==> src/rtl/serial_adder_pkg.sv <==
// Shared types and constants for the bit-serial adder.
//   state_e       : controller states (IDLE, RUN, DONE)
//   DEFAULT_WIDTH : default operand/sum width
//   cnt_w()       : width of the bit counter for a given operand width
package serial_adder_pkg;

    localparam int unsigned DEFAULT_WIDTH = 4;

    typedef enum logic [1:0] {
        ST_IDLE = 2'd0,
        ST_RUN  = 2'd1,
        ST_DONE = 2'd2
    } state_e;

    // Bit counter width; never below 1 so the counter always exists
    function automatic int unsigned cnt_w(input int unsigned width);
        return (width <= 2) ? 1 : $clog2(width);
    endfunction

endpackage

==> src/rtl/serial_adder_ctrl_if.sv <==
// Operand and result handshake bundle for serial_adder_ctrl.
//   in_valid/in_ready, a, b, cin : operand handshake
//   out_valid/out_ready, sum, cout : result handshake
//   busy : adder is shifting operand bits
// Modports: master = producer/consumer side, slave = adder side.
interface serial_adder_ctrl_if #(
    parameter int unsigned WIDTH = serial_adder_pkg::DEFAULT_WIDTH
);
    logic             in_valid;
    logic             in_ready;
    logic [WIDTH-1:0] a;
    logic [WIDTH-1:0] b;
    logic             cin;
    logic             out_valid;
    logic             out_ready;
    logic [WIDTH-1:0] sum;
    logic             cout;
    logic             busy;

    modport master (
        output in_valid, a, b, cin, out_ready,
        input  in_ready, out_valid, sum, cout, busy
    );

    modport slave (
        input  in_valid, a, b, cin, out_ready,
        output in_ready, out_valid, sum, cout, busy
    );
endinterface

==> src/rtl/serial_fa_cell.sv <==
// Single-bit combinational full adder.
//   a_i, b_i, c_i : addend bits and carry-in
//   sum_c, carry_c : sum bit and carry-out
module serial_fa_cell (
    input  logic a_i,
    input  logic b_i,
    input  logic c_i,
    output logic sum_c,
    output logic carry_c
);
    assign sum_c   = a_i ^ b_i ^ c_i;
    assign carry_c = (a_i & b_i) | (c_i & (a_i ^ b_i));
endmodule

==> src/rtl/serial_adder_ctrl.sv <==
// Bit-serial adder: one full-adder cell driven LSB-first for WIDTH cycles.
//   clk, rst_n : clock, asynchronous active-low reset
//   bus        : operand/result handshakes (serial_adder_ctrl_if.slave)
//   ovf        : signed overflow flag, only with SERIAL_ADDER_OVERFLOW_EN
// Optional feature macro: SERIAL_ADDER_OVERFLOW_EN.
module serial_adder_ctrl
    import serial_adder_pkg::*;
#(
    parameter int unsigned WIDTH = DEFAULT_WIDTH
) (
    input  logic               clk,
    input  logic               rst_n,
    serial_adder_ctrl_if.slave bus
`ifdef SERIAL_ADDER_OVERFLOW_EN
    ,
    output logic               ovf
`endif
);
    localparam int unsigned CW = cnt_w(WIDTH);

    state_e           state_q, state_d;
    logic [WIDTH-1:0] a_sh_q, a_sh_d;
    logic [WIDTH-1:0] b_sh_q, b_sh_d;
    logic [WIDTH-1:0] sum_sh_q, sum_sh_d;
    logic [WIDTH-1:0] sum_q, sum_d;
    logic [CW-1:0]    count_q, count_d;
    logic             carry_q, carry_d;
    logic             cout_q, cout_d;
    logic             in_ready_q, in_ready_d;
    logic             out_valid_q, out_valid_d;
    logic             busy_q, busy_d;
    logic             fa_s, fa_c;
`ifdef SERIAL_ADDER_OVERFLOW_EN
    logic             ovf_q, ovf_d;
`endif

    serial_fa_cell u_fa (
        .a_i     (a_sh_q[0]),
        .b_i     (b_sh_q[0]),
        .c_i     (carry_q),
        .sum_c   (fa_s),
        .carry_c (fa_c)
    );

    // Next-state and datapath update
    always_comb begin
        state_d  = state_q;
        a_sh_d   = a_sh_q;
        b_sh_d   = b_sh_q;
        sum_sh_d = sum_sh_q;
        sum_d    = sum_q;
        count_d  = count_q;
        carry_d  = carry_q;
        cout_d   = cout_q;
`ifdef SERIAL_ADDER_OVERFLOW_EN
        ovf_d    = ovf_q;
`endif
        unique case (state_q)
            ST_IDLE: begin
                if (bus.in_valid && in_ready_q) begin
                    a_sh_d  = bus.a;
                    b_sh_d  = bus.b;
                    carry_d = bus.cin;
                    count_d = '0;
                    state_d = ST_RUN;
                end
            end
            ST_RUN: begin
                sum_sh_d = {fa_s, sum_sh_q[WIDTH-1:1]};
                a_sh_d   = a_sh_q >> 1;
                b_sh_d   = b_sh_q >> 1;
                carry_d  = fa_c;
                count_d  = count_q + CW'(1);
                if (count_q == CW'(WIDTH - 1)) begin
                    sum_d   = {fa_s, sum_sh_q[WIDTH-1:1]};
                    cout_d  = fa_c;
`ifdef SERIAL_ADDER_OVERFLOW_EN
                    // carry_q here is the carry into the MSB
                    ovf_d   = carry_q ^ fa_c;
`endif
                    state_d = ST_DONE;
                end
            end
            ST_DONE: begin
                if (bus.out_ready) begin
                    state_d = ST_IDLE;
                end
            end
            default: state_d = ST_IDLE;
        endcase
        // Status flags are registered copies of the next state
        in_ready_d  = (state_d == ST_IDLE);
        out_valid_d = (state_d == ST_DONE);
        busy_d      = (state_d == ST_RUN);
    end

    // State and datapath registers
    always_ff @(posedge clk or negedge rst_n) begin
        if (!rst_n) begin
            state_q     <= ST_IDLE;
            a_sh_q      <= '0;
            b_sh_q      <= '0;
            sum_sh_q    <= '0;
            sum_q       <= '0;
            count_q     <= '0;
            carry_q     <= 1'b0;
            cout_q      <= 1'b0;
            in_ready_q  <= 1'b1;
            out_valid_q <= 1'b0;
            busy_q      <= 1'b0;
`ifdef SERIAL_ADDER_OVERFLOW_EN
            ovf_q       <= 1'b0;
`endif
        end else begin
            state_q     <= state_d;
            a_sh_q      <= a_sh_d;
            b_sh_q      <= b_sh_d;
            sum_sh_q    <= sum_sh_d;
            sum_q       <= sum_d;
            count_q     <= count_d;
            carry_q     <= carry_d;
            cout_q      <= cout_d;
            in_ready_q  <= in_ready_d;
            out_valid_q <= out_valid_d;
            busy_q      <= busy_d;
`ifdef SERIAL_ADDER_OVERFLOW_EN
            ovf_q       <= ovf_d;
`endif
        end
    end

    assign bus.in_ready  = in_ready_q;
    assign bus.out_valid = out_valid_q;
    assign bus.busy      = busy_q;
    assign bus.sum       = sum_q;
    assign bus.cout      = cout_q;
`ifdef SERIAL_ADDER_OVERFLOW_EN
    assign ovf           = ovf_q;
`endif

endmodule

==> src/flat_wrapper.sv <==
// flat-port wrapper written by rule: the top's interface ports become plain ports
module serial_adder_ctrl_flat import serial_adder_pkg::*;
#(
    parameter int unsigned WIDTH = DEFAULT_WIDTH
)
  (clk, rst_n, bus_in_valid, bus_a, bus_b, bus_cin, bus_out_ready, bus_in_ready, bus_out_valid, bus_sum, bus_cout, bus_busy);
  serial_adder_ctrl_if #(.WIDTH(WIDTH)) bus_i ();
  input  logic clk;
  input  logic rst_n;
  input wire logic [$bits(bus_i.in_valid)-1:0] bus_in_valid;
  input wire logic [$bits(bus_i.a)-1:0] bus_a;
  input wire logic [$bits(bus_i.b)-1:0] bus_b;
  input wire logic [$bits(bus_i.cin)-1:0] bus_cin;
  input wire logic [$bits(bus_i.out_ready)-1:0] bus_out_ready;
  output wire logic [$bits(bus_i.in_ready)-1:0] bus_in_ready;
  output wire logic [$bits(bus_i.out_valid)-1:0] bus_out_valid;
  output wire logic [$bits(bus_i.sum)-1:0] bus_sum;
  output wire logic [$bits(bus_i.cout)-1:0] bus_cout;
  output wire logic [$bits(bus_i.busy)-1:0] bus_busy;
  assign bus_i.in_valid = bus_in_valid;
  assign bus_i.a = bus_a;
  assign bus_i.b = bus_b;
  assign bus_i.cin = bus_cin;
  assign bus_i.out_ready = bus_out_ready;
  assign bus_in_ready = bus_i.in_ready;
  assign bus_out_valid = bus_i.out_valid;
  assign bus_sum = bus_i.sum;
  assign bus_cout = bus_i.cout;
  assign bus_busy = bus_i.busy;
  serial_adder_ctrl #(.WIDTH(WIDTH)) u_core (.clk(clk), .rst_n(rst_n), .bus(bus_i));
endmodule
==> config.mk <==
export PLATFORM = sky130hd
export DESIGN_NAME = serial_adder_ctrl_flat
export DESIGN_NICKNAME = d
export VERILOG_FILES = /design/src/rtl/serial_adder_pkg.sv /design/src/rtl/serial_adder_ctrl_if.sv /design/src/rtl/serial_fa_cell.sv /design/src/rtl/serial_adder_ctrl.sv /design/src/flat_wrapper.sv
export SDC_FILE = /design/constraint.sdc
export NUM_CORES = 1
export LEC_CHECK = 0
export CAP_MARGIN = 40
export CORE_MARGIN = 2
export CORE_UTILIZATION = 44
export DETAILED_ROUTE_END_ITERATION = 8
export GPL_TIMING_DRIVEN = 0
export HOLD_SLACK_MARGIN = 0.08
export PLACE_DENSITY = 0.8
export RECOVER_POWER = 25
export SLEW_MARGIN = 20
export SYNTH_ARGS = -nofsm -noshare
export SYNTH_HDL_FRONTEND = slang
export SYNTH_SLANG_ARGS = --single-unit
==> constraint.sdc <==
create_clock -name clk -period 1.21 [get_ports clk]
set_input_delay 0.242 -clock clk [delete_from_list [all_inputs] [get_ports clk]]
set_output_delay 0.242 -clock clk [all_outputs]
set_load 0.01 [all_outputs]
==> impl_results.md <==
* Fraction of layout cells with a size suffix above 1 at 35.7%
* Total core area at 2230 sq um
* Fmax at 0.765 GHz
* Worst-Skew Late Latency at 0.31 ns
* Ys Warns at 0
* DP Worst Slack at -0.303 ns
* Final Hold Viols at 0
* RSZ-0062 raised after global routing: true
* Gp weighted congestion at roughly 0.81
* Min-Delay Path Class: input pin to asynchronous set/reset pin
* Crit end category: flip-flop
* Crit Path Max Fanout at 2
* Mapped Avg Cell Area at roughly 12 sq um
* Hold buffer count at cts at 0
* Required @ worst endpoint at 1.43 ns
* Longest Clk Path Bufs at 2
* R2r worst-path depth at 2
* Clock sink count at 24
* Synth area leaders: dfrtp_1, o22ai_1, mux2_4
* Critical-path cell with the highest stage delay: fa_2
* Netlist cell types at 25
* Detailed Route Iter0 Violations at 22
* Pin count of the biggest net entering global routing at 16
* DIE HEIGHT at 52.8 um
* Fin worst setup slack at -0.0971 ns
* Clock skew after layout at 0.0123 ns
* Port Buf Inserts at 20
* Register area share after synthesis at a little under three fifths
* Final setup fails at 6
* Routed length per placed instance at 14.5 um
* Slew @ Worst Pin at 0.435 ns
* Initial antenna violation count at 0
* CP cell instances: fa_2 > mux2_4
* Rows at 17
* Critical path depth at 2
* Pwr Density at 2760 nW/um^2
* CP delay by family, top: adder cells
* Slew HR at 70.9%
* Vias in the first global route at 782
* DR DRC count at 0
* Routed vias/inst at 5.27
* ANT nets after route at 0
* Post-Syn Area at 1050 sq um
* Initial Util at between 40% and 50%
* Routed WL at roughly 2300 um
* Leading area contributor after synthesis: dfrtp_1
* Flop2flop setup slack at -0.1 ns
* H-tree depth at 1
* Final Net Count at 145
* GR Util met1 at 23.1%
* DIE AREA at ~2800 sq um
* Die width at 52.8 um
* Yosys reg bits at 24
* Met3 Use GR at 2.57%
* VDD IR-drop max at 1.46 mV
* Slowest Stage Delay on Critical Path at 0.49 ns
* Global-route wire length before repair at 3550 um
* Synth top area share at 54.9%
* TNS Setup at -0.244 ns
* CTS buffer count at 3
* Tcrit/Tclk final at 108%
* R2R Path End: u_core.bus.sum[3]
* Placed wire-length estimate at approximately 1600 um
* Post-Layout Inst Area at 1430 sq um
* # diodes at 0
* Setup crit start kind: flip-flop
* Setup crit end: u_core.bus.sum[3]
* Mapped Cells at 89
* Pleak at 0.672 nW
* Failing checks: setup timing
* Status: finished, violations left
* Global route overflow at 0
* Area grow syn2layout at 36.8%
* Placement Cell Area at 1330 sq um
* CP startpoint: u_core.a_sh_q[0]
* Minimum clock period at 1.31 ns
* Post-Syn Nets at 104
* WHS at around 0.29 ns
* Met2 Usage GRT at 30.2%
* Worst Path Buf+Inv at 0
* GR peak layer: met2
* DR pass1 iterations at 4
* Worst-path clk slew at 0.13 ns
* Overall Global Routing Usage at around 18%
* R2R Path Start: u_core.a_sh_q[0]
* # IOs at 21
* TritonCTS clock tree: built
* Slew Limit Fails at 0
* Vias at 827
* Critical path data arrival time at 1.52 ns
* CTS root buffer: clkbuf_4
* Max-capacitance violation count at 0
* Worst setup path class: flip-flop to flip-flop
* Pwr Total at 3.96 mW
-- where the power goes --
| part | internal (mW) | leakage, nW | switching (mW) |
|---|---|---|---|
| combinational | 1.18 | 0.370 | 0.897 |
| clock | 0.129 | 0.0150 | 0.230 |
| sequential | 1.21 | 0.287 | 0.313 |
| total | 2.52 | 0.672 | 1.44 |
-- layout make-up --
| type | count | area (sq um) |
|---|---|---|
| multi-input cells | 60 | 447 |
| repair buffers | 38 | 309 |
| well taps | 28 | 35.0 |
| flip-flops and latches | 24 | 604 |
| plain buffers | 1 | 5.00 |
| clock buffers | 4 | 26.3 |
| fillers | 189 | 800 |
| inverters | 2 | 7.51 |
-- synthesized netlist by cell type (all sizes together) --
cell type and count:
o22ai 14, and3b 1, nand3b 1, inv 2
nor2b 1, o21a 1, buf 2, a22oi 2
dfrtp 23, a21oi 7, dfstp 1, or2b 1
nand2 13, clkbuf 1, mux2 7, fa 1
a22o 1, ha 1, nor2 2, nand2b 1
and2 1, o21ai 5
-- cells in the final DEF (no fill, tap or decap), drive strengths merged, types with 2 or more instances in the layout --
| cell | Yosys | layout |
|---|---|---|
| dfrtp | 23 | 23 |
| buf | 2 | 19 |
| o22ai | 14 | 14 |
| nand2 | 13 | 13 |
| clkdlybuf4s50 | 0 | 11 |
| clkbuf | 1 | 10 |
| a21oi | 7 | 7 |
| mux2 | 7 | 7 |
| o21ai | 5 | 5 |
| nor2 | 2 | 2 |
| a22oi | 2 | 2 |
| clkdlybuf4s15 | 0 | 2 |
| inv | 2 | 2 |
-- how the worst min path moves through the flow --
stage | from | to | depth (start not counted)
2_1_floorplan | rst_n | u_core.a_sh_q[0] | 0
3_3_place_gp | u_core.sum_sh_q[1] | u_core.sum_sh_q[1] | 2
3_5_place_dp | u_core.sum_sh_q[1] | u_core.sum_sh_q[1] | 2
4_1_cts | rst_n | u_core.a_sh_q[3] | 1
5_1_grt | rst_n | u_core.b_sh_q[2] | 1
6_report | rst_n | u_core.a_sh_q[3] | 1
-- flip-flops by register name (all words and copies together) (netlist names) --
signal	flops
u_core.a_sh_q	4
u_core.sum_sh_q	3
u_core.b_sh_q	4
u_core.bus.busy	1
u_core.bus.cout	1
u_core.bus.sum	4
u_core.carry_q	1
u_core.state_q	2
u_core.bus.in_ready	1
u_core.count_q	2
u_core.bus.out_valid	1
-- metal layers --
metal | share of wire (%) | up-vias
met5 | 0 | -
met4 | 0.84 | 0
met3 | 3.4 | 4
met2 | 54 | 20
met1 | 42 | 402
li1 | - | 401
-- logic make-up (layout without fill, tap and decap cells) --
kind of cell             after synthesis  after routing  synth area share [%]
AO/OA/AOI/OAI                         30             30                  17.2
flip-flops                            24             24                  57.4
AND/OR/NAND/NOR                       21             21                  10.9
multiplexers                           7              7                  9.31
buffers and inverters                  5             45                  2.15
adder cells (fa/ha/maj)                2              2                  3.10
-- repair_timing --
action / CTS / global route
pin swaps: 3 / 9
setup endpoints to repair: 27 / 20
resized for setup: 21 / 7
setup buffers: 15 / 2
-- per-stage QoR --
step	util (%)	std cells
6_report	64.2	157
3_5_place_dp	59.3	138
5_1_grt	64.2	157
4_1_cts	64.7	155
2_1_floorplan	-	89
3_3_place_gp	58.7	137
(Power assumes the default switching activity.)
